## src/rtl/alu_issue_ctrl_if.sv

```systemverilog
// Bundle between the ALU issue controller and its environment: instruction
// handshake, the ALU operand/result bus, writeback status and debug RF port.
interface alu_issue_ctrl_if #(
  parameter int n = 32
);
  logic          instr_valid;
  logic          instr_ready;
  logic [11:0]   instr;
  logic [2:0]    alu_op;
  logic [n-1:0]  alu_r2;
  logic [n-1:0]  alu_r3;
  logic [n-1:0]  alu_r1;
  logic          alu_cout;
  logic          alu_cout2;
  logic          done;
  logic [n-1:0]  result;
  logic          carry;
  logic [2:0]    dbg_addr;
  logic [n-1:0]  dbg_data;

  // Environment side: instruction source, external ALU and debug reader.
  modport master (
    output instr_valid, instr, alu_r1, alu_cout, alu_cout2, dbg_addr,
    input  instr_ready, alu_op, alu_r2, alu_r3, done, result, carry, dbg_data
  );

  // Controller side.
  modport slave (
    input  instr_valid, instr, alu_r1, alu_cout, alu_cout2, dbg_addr,
    output instr_ready, alu_op, alu_r2, alu_r3, done, result, carry, dbg_data
  );
endinterface

```

## src/rtl/alu_issue_ctrl.sv

```systemverilog
// Four-state issue controller: accepts a register-format instruction, reads
// two operands from an 8-entry RF, drives the external ALU and writes back.
module alu_issue_ctrl #(
  parameter int n = 32
) (
  input  logic           clk,
  input  logic           rst,
  alu_issue_ctrl_if.slave bus
);

  typedef enum logic [1:0] {IDLE, READ, EXEC, WB} state_t;

  localparam logic [2:0] OP_ADD = 3'b010;
  localparam logic [2:0] OP_SUB = 3'b011;
  localparam logic [2:0] OP_LDI = 3'b111;

  state_t        state;
  state_t        state_next;
  logic [11:0]   instr_q;
  logic [n-1:0]  rf [8];
  logic [2:0]    op_q;
  logic [n-1:0]  r2_q;
  logic [n-1:0]  r3_q;
  logic [n-1:0]  result_q;
  logic          carry_q;

  logic [2:0]    op;
  logic [2:0]    rd;
  logic [2:0]    rs;
  logic [2:0]    rt;
  logic [n-1:0]  exec_result;
  logic          exec_carry;

  assign op = instr_q[11:9];
  assign rd = instr_q[8:6];
  assign rs = instr_q[5:3];
  assign rt = instr_q[2:0];

  always_ff @(posedge clk or posedge rst) begin
    if (rst) state <= IDLE;
    else     state <= state_next;
  end

  always_comb begin
    state_next = state;
    unique case (state)
      IDLE: if (bus.instr_valid) state_next = READ;
      READ: state_next = EXEC;
      EXEC: state_next = WB;
      WB:   state_next = IDLE;
      default: state_next = IDLE;
    endcase
  end

  // LDI bypasses the ALU with the zero-extended {rs,rt} immediate.
  always_comb begin
    exec_result = bus.alu_r1;
    exec_carry  = 1'b0;
    if (op == OP_LDI) begin
      exec_result      = '0;
      exec_result[5:0] = instr_q[5:0];
    end
    if (op == OP_ADD) exec_carry = bus.alu_cout;
    if (op == OP_SUB) exec_carry = bus.alu_cout2;
  end

  always_ff @(posedge clk or posedge rst) begin
    if (rst) begin
      instr_q  <= '0;
      op_q     <= '0;
      r2_q     <= '0;
      r3_q     <= '0;
      result_q <= '0;
      carry_q  <= 1'b0;
      for (int unsigned i = 0; i < 8; i++) rf[i] <= '0;
    end else begin
      unique case (state)
        IDLE: if (bus.instr_valid) instr_q <= bus.instr;
        READ: begin
          op_q <= op;
          r2_q <= rf[rs];
          r3_q <= rf[rt];
        end
        EXEC: begin
          result_q <= exec_result;
          carry_q  <= exec_carry;
        end
        WB:   rf[rd] <= result_q;
        default: ;
      endcase
    end
  end

  assign bus.instr_ready = (state == IDLE);
  assign bus.done        = (state == WB);
  assign bus.alu_op      = op_q;
  assign bus.alu_r2      = r2_q;
  assign bus.alu_r3      = r3_q;
  assign bus.result      = result_q;
  assign bus.carry       = carry_q;
  assign bus.dbg_data    = rf[bus.dbg_addr];

endmodule
```

## src/flat_wrapper.sv

```systemverilog
// flat-port wrapper written by rule: the top's interface ports become plain ports
module alu_issue_ctrl_flat 
#(
  parameter int n = 32
)
  (clk, rst, bus_instr_valid, bus_instr, bus_alu_r1, bus_alu_cout, bus_alu_cout2, bus_dbg_addr, bus_instr_ready, bus_alu_op, bus_alu_r2, bus_alu_r3, bus_done, bus_result, bus_carry, bus_dbg_data);
  alu_issue_ctrl_if #(.n(n)) bus_i ();
  input  logic clk;
  input  logic rst;
  input wire logic [$bits(bus_i.instr_valid)-1:0] bus_instr_valid;
  input wire logic [$bits(bus_i.instr)-1:0] bus_instr;
  input wire logic [$bits(bus_i.alu_r1)-1:0] bus_alu_r1;
  input wire logic [$bits(bus_i.alu_cout)-1:0] bus_alu_cout;
  input wire logic [$bits(bus_i.alu_cout2)-1:0] bus_alu_cout2;
  input wire logic [$bits(bus_i.dbg_addr)-1:0] bus_dbg_addr;
  output wire logic [$bits(bus_i.instr_ready)-1:0] bus_instr_ready;
  output wire logic [$bits(bus_i.alu_op)-1:0] bus_alu_op;
  output wire logic [$bits(bus_i.alu_r2)-1:0] bus_alu_r2;
  output wire logic [$bits(bus_i.alu_r3)-1:0] bus_alu_r3;
  output wire logic [$bits(bus_i.done)-1:0] bus_done;
  output wire logic [$bits(bus_i.result)-1:0] bus_result;
  output wire logic [$bits(bus_i.carry)-1:0] bus_carry;
  output wire logic [$bits(bus_i.dbg_data)-1:0] bus_dbg_data;
  assign bus_i.instr_valid = bus_instr_valid;
  assign bus_i.instr = bus_instr;
  assign bus_i.alu_r1 = bus_alu_r1;
  assign bus_i.alu_cout = bus_alu_cout;
  assign bus_i.alu_cout2 = bus_alu_cout2;
  assign bus_i.dbg_addr = bus_dbg_addr;
  assign bus_instr_ready = bus_i.instr_ready;
  assign bus_alu_op = bus_i.alu_op;
  assign bus_alu_r2 = bus_i.alu_r2;
  assign bus_alu_r3 = bus_i.alu_r3;
  assign bus_done = bus_i.done;
  assign bus_result = bus_i.result;
  assign bus_carry = bus_i.carry;
  assign bus_dbg_data = bus_i.dbg_data;
  alu_issue_ctrl #(.n(n)) u_core (.clk(clk), .rst(rst), .bus(bus_i));
endmodule
```

## config.mk

```make
export PLATFORM = sky130hd
export DESIGN_NAME = alu_issue_ctrl_flat
export DESIGN_NICKNAME = d
export VERILOG_FILES = /design/src/rtl/alu_issue_ctrl_if.sv /design/src/rtl/alu_issue_ctrl.sv /design/src/flat_wrapper.sv
export SDC_FILE = /design/constraint.sdc
export NUM_CORES = 1
export LEC_CHECK = 0
export ABC_AREA = 1
export ABC_CLOCK_PERIOD_IN_PS = 30900
export BUFFER_PORTS_ARGS = -buffer_cell sky130_fd_sc_hd__buf_2
export CAP_MARGIN = 20
export CORE_AREA = 2 2 198 200
export DETAILED_ROUTE_END_ITERATION = 12
export DIE_AREA = 0 0 200 202
export PLACE_DENSITY = 0.74
export SLEW_MARGIN = 30
export SYNTH_ARGS = -nofsm -noshare
export SYNTH_HDL_FRONTEND = slang
export SYNTH_SLANG_ARGS = --single-unit
```

## constraint.sdc

```tcl
create_clock -name clk -period 30.9 [get_ports clk]
set_input_delay 3.09 -clock clk [delete_from_list [all_inputs] [get_ports clk]]
set_output_delay 3.09 -clock clk [all_outputs]
set_load 0.05 [all_outputs]
```

Yosys cells after proc, flatten, opt, wreduce, memory -nomap -nowiden
Index checks and enable logic that the tools add are counted.
- bits in registers: 370
- input bits: 52
- logic and storage cells: 51
- output and inout port bits: 134
- order comparisons: 5
- bitwise operators: 4
- multiplexer cells: 17
- equality and inequality tests: 7
- reductions and logical operators: 3
- operator list (kind ; number):
    binary-select mux 32 bit (select 3 bit) ; 3
    bitwise mux 256 bit ; 1
    two-way mux 32 bit ; 8
    demux 32 bit (select 3 bit) ; 1
    greater-or-equal comparator 4 bit (second input constant) ; 4
    NOT 3 -> 4 bit ; 4
    one-hot mux 2 bit (4 select lines) ; 1
    == test 3 x 2 -> 1 bit (second input constant) ; 2
    == test 2 bit (second input constant) ; 2
    less-than comparator 4 x 1 -> 1 bit (second input constant) ; 1
    == test 3 bit (second input constant) ; 1
    == test 2 x 1 -> 1 bit (second input constant) ; 1
    zero test 2 bit ; 1
    two-way mux 1 bit ; 2
    two-way mux 2 bit ; 1
    inequality test 2 bit (second input constant) ; 1
    AND reduction 2 bit ; 1
    logical AND 1 bit ; 1

Depth between registers and ports, before layout
- word-level depth: 6
- mapped depth: 8
- depth with buffers taken out: 6

Worst setup path after synthesis
OpenSTA, ideal clock, no wires.
- path kind: input port to output port
- from: input bus_dbg_addr[0]
- to: output bus_dbg_data[10]
- stages on the path: 7
- path buffers: 2
- data required time: 27810 ps
- arrival: 4097 ps
- path slack: 23713 ps
- path through: buf_2 > clkbuf_1 > a21oi_1 > o21ai_0 > nand2_1 > nand2_1 > nand2_1
- word-level cells in the longest chain between the ends: 4
- ends and longest elaborated chain (element ; RTL line ; source):
    start: declaration ; flat_wrapper.sv:15 ; input wire logic [$bits(bus_i.dbg_addr)-1:0] bus_dbg_addr;
    NOT 3 -> 4 bit (implied by the code) ; alu_issue_ctrl.sv:101 ; assign bus.dbg_data = rf[bus.dbg_addr];
    binary-select mux 32 bit (select 3 bit) ; alu_issue_ctrl.sv:101 ;
    two-way mux 32 bit (implied by the code) (2 in series) ; alu_issue_ctrl.sv:101 ;
    end: declaration ; flat_wrapper.sv:23 ; output wire logic [$bits(bus_i.dbg_data)-1:0] bus_dbg_data;
Every way passes these cells. The select of a mux whose other input is x is not followed.

Worst setup path after layout
- from: input bus_dbg_addr[1]
- to: output bus_dbg_data[19]
Same word-level chain as after synthesis.

==> flow_summary.toml <==
[worst_setup_path]
critical-path-slowest-cell = "buf_4"
cp-startpoint = "bus_dbg_addr[1]"
crit_path_end_kind = "output pin"
cpPeakStageDelay_ns = 0.73
cp.arrival_ns = 5.69
worstPathBufferInverterCount = 5
cp_cell_sequence = "buf_2 > buf_4 > inv_2 > buf_4 > a21oi_1 > o21ai_0 > nand2_1 > nand2_1 > nand2_1 > buf_2"
critPathMaxFanout = 65
crit_path_start_kind = "input port"
r2r-start = "u_core.instr_q[0]"
crit_top_cell = "nand2_1"
cpLargestDelayFamily = "buffers and inverters"
required_ns = 27.81
worstSetupPathType = "in -> out"

[sta]
max_freq_mhz = 114
slew_headroom_pct = 30.2
fin_crit_ns = 8.78
final_max_slew_viol_count = 0
fin_crit_sh_pct = 28.4
setup_tns_ns = 0
clock_skew_ns = 0.0125
grt_setup_unrepaired = "no"
finalSetupViolCount = 0
final-hold-violation-count = 0
tightest_slew_ns = 1.04

[yosys]
ys_warn_count = 0
synth_seq_cells = 370
synth_nets = 3107
synthCells = 3050
syn_area_mm2 = 0.0209
yosys.area.top_type_share_pct = 44.4
syn-mean-instance-area_um2 = 6.84
yosysSeqAreaShare_pct = 44.4
synthDistinctLibCells = 22
yosysTopAreaCell = "dfrtp_1"
ys_top_cells_by_area = "dfrtp_1 44%, nand2_1 19%, nand3_1 11%"

[floorplan]
core_mm2 = 0.0383
start_util_pct = 54.5
die_area_mm2 = 0.0404
num_rows = 72
die_h_um = 202
io_pins = 186
die_w_um = 200

[clock_network]
clock_path_buffers = 3
numCtsBuffers = 40
path_clk_slew_ns = 0.06
cts_tree = "yes"
post_cts_buffers = 0
clockRootBuffer = "clkbuf_16"
holdBufCountCts = 0
cts_resized = 0
htreeDepth = 2
clock-sinks = 370
clk_latency_ns = 0.57

[cells_and_area]
final_nets = 3147
instances_no_fill = 3638
drive_gt1_share_pct = 10.1
syn2layout_area_growth_pct = 11.2
num_antenna_cells = 0

[routing]
vias = 21300
drt-vias-per-instance = 5.86
drt-pass1-iter-count = 7
drt_iter0_markers = 2565
route.detailed.drc = 0
ant_nets = 0
wl_per_cell_um = 18.8
wl_um = 68400

[placed_design]
port_buffers = 185
gp_congestion = 0.871
post-dp-hpwl_um = 38600
place_inst = 3566

[grt]
grt_max_degree = 113
grt_use_total_pct = 34.2
use_met1_pct = 45.5
met2_usage_pct = 54.2
met3_usage_pct = 6.07
antenna_found_initial = 0
grt_pass1_wl_um = 108000
grt_pass1_vias = 20500
top_usage_layer = "met2"
grt_remaining_overflow = 0

[pwr]
p_leak_nw = 12.1
power_density_mw_per_mm2 = 123
worst_ir_drop_vdd_mv = 0.0758

[status]
outcome = "complete, no violations"

[worst_hold_path]
hold_class = "reg -> reg"
hp-start = "u_core.bus.alu_op[1]"

[run]
maxCapViolations = 0
-- stage by stage --
| stage | util [%] | worst slack (ns) | total power, mW | cell area (µm²) | hold slack, ns |
|---|---|---|---|---|---|
| 5_1_grt | 60.6 | 22.09 | 3.05 | 23200 | 0.498 |
| 3_5_place_dp | 56.9 | 22.30 | 2.31 | 21800 | 0.454 |
| 3_3_place_gp | 56.8 | 22.31 | 2.27 | 21800 | 0.454 |
| 4_1_cts | 60.6 | 22.26 | 2.83 | 23200 | 0.468 |
| 6_report | 60.6 | 22.12 | 2.85 | 23200 | 0.467 |
| 2_1_floorplan | - | 17.54 | 1.93 | 20900 | 0.453 |
-- layout make-up --
cell class              instances  area, µm²
clock inverters                13        178
clock buffers                  59       1230
well taps                     518        648
repair buffers                219       1200
fillers                      3571      15100
flip-flops and latches        370       9270
multi-input cells            2151       9490
inverters                     308       1170
-- kinds of logic (layout without fill, tap and decap cells) --
group                      count (synthesis)  count (layout)  share of synthesized area (%)
buffers and inverters                    529             599                           10.1
and+or+nand+nor                         1579            1579                           31.5
AOI/OAI and AO/OA                        564             564                           13.5
DFF                                      370             370                           44.4
muxes                                      3               3                          0.162
adders and majority gates                  5               5                          0.300
-- path summary, 6_finish.rpt --
path                                               to  slack [ns]  depth (start not counted)
worst max register to register   u_core.bus.alu_r3[0]       27.85                          7
worst max-delay path                 bus_dbg_data[19]       22.12                         10
worst min register to register   u_core.bus.alu_op[1]        0.47                          2
worst min-delay path             u_core.bus.alu_op[1]        0.47                          2
min in group asynchronous       u_core.bus.alu_r3[15]        2.64                          2
max in group asynchronous           u_core.instr_q[3]       26.78                          3
-- cell usage after synthesis, drive strengths merged --
master / count
dfrtp: 370
nor3: 1
buf: 131
nor2: 13
o21ai: 427
nand2: 1086
inv: 306
nand3b: 1
ha: 5
mux2: 3
clkinv: 2
clkbuf: 90
a21oi: 137
nand3: 478
-- tightest hold or removal path, stage by stage, from the launching register on --
cell     delay [ns]
dfrtp_1        0.34
nand2_1        0.05
nand2_1        0.05
-- layer usage --
| layer | wire length (µm) | vias up | part of all wire, % |
|---|---|---|---|
| met1 | 27600 | 10000 | 40 |
| met2 | 31000 | 1211 | 45 |
| met5 | 0 | - | 0 |
| met3 | 6660 | 245 | 9.7 |
| li1 | - | 9848 | - |
| met4 | 3140 | 0 | 4.6 |
-- power breakdown --
part | switching (mW) | internal (mW)
Clock | 0.201 | 0.310
Combinational | 1.09 | 0.393
Sequential | 0.158 | 0.702
Total | 1.45 | 1.41
-- layout by cell type, fill, tap and decap left out, drive strengths merged --
master       n
nor3         1
mux2         3
inv        305
bufinv       4
o21ai      427
buf        219
nand3      478
clkbuf      59
nand3b       1
nor2        13
clkinvlp     2
nand2     1086
a21oi      137
clkinv      10
dfrtp      370
ha           5
-- registers in the layout, summed over array words and instances, names as in the netlist --
signal,count
u_core.rf,256
u_core.bus.alu_op,3
u_core.bus.carry,1
u_core.state,2
u_core.bus.alu_r2,32
u_core.bus.result,32
u_core.instr_q,12
u_core.bus.alu_r3,32
No activity file was read; power rests on OpenSTA's default activity.
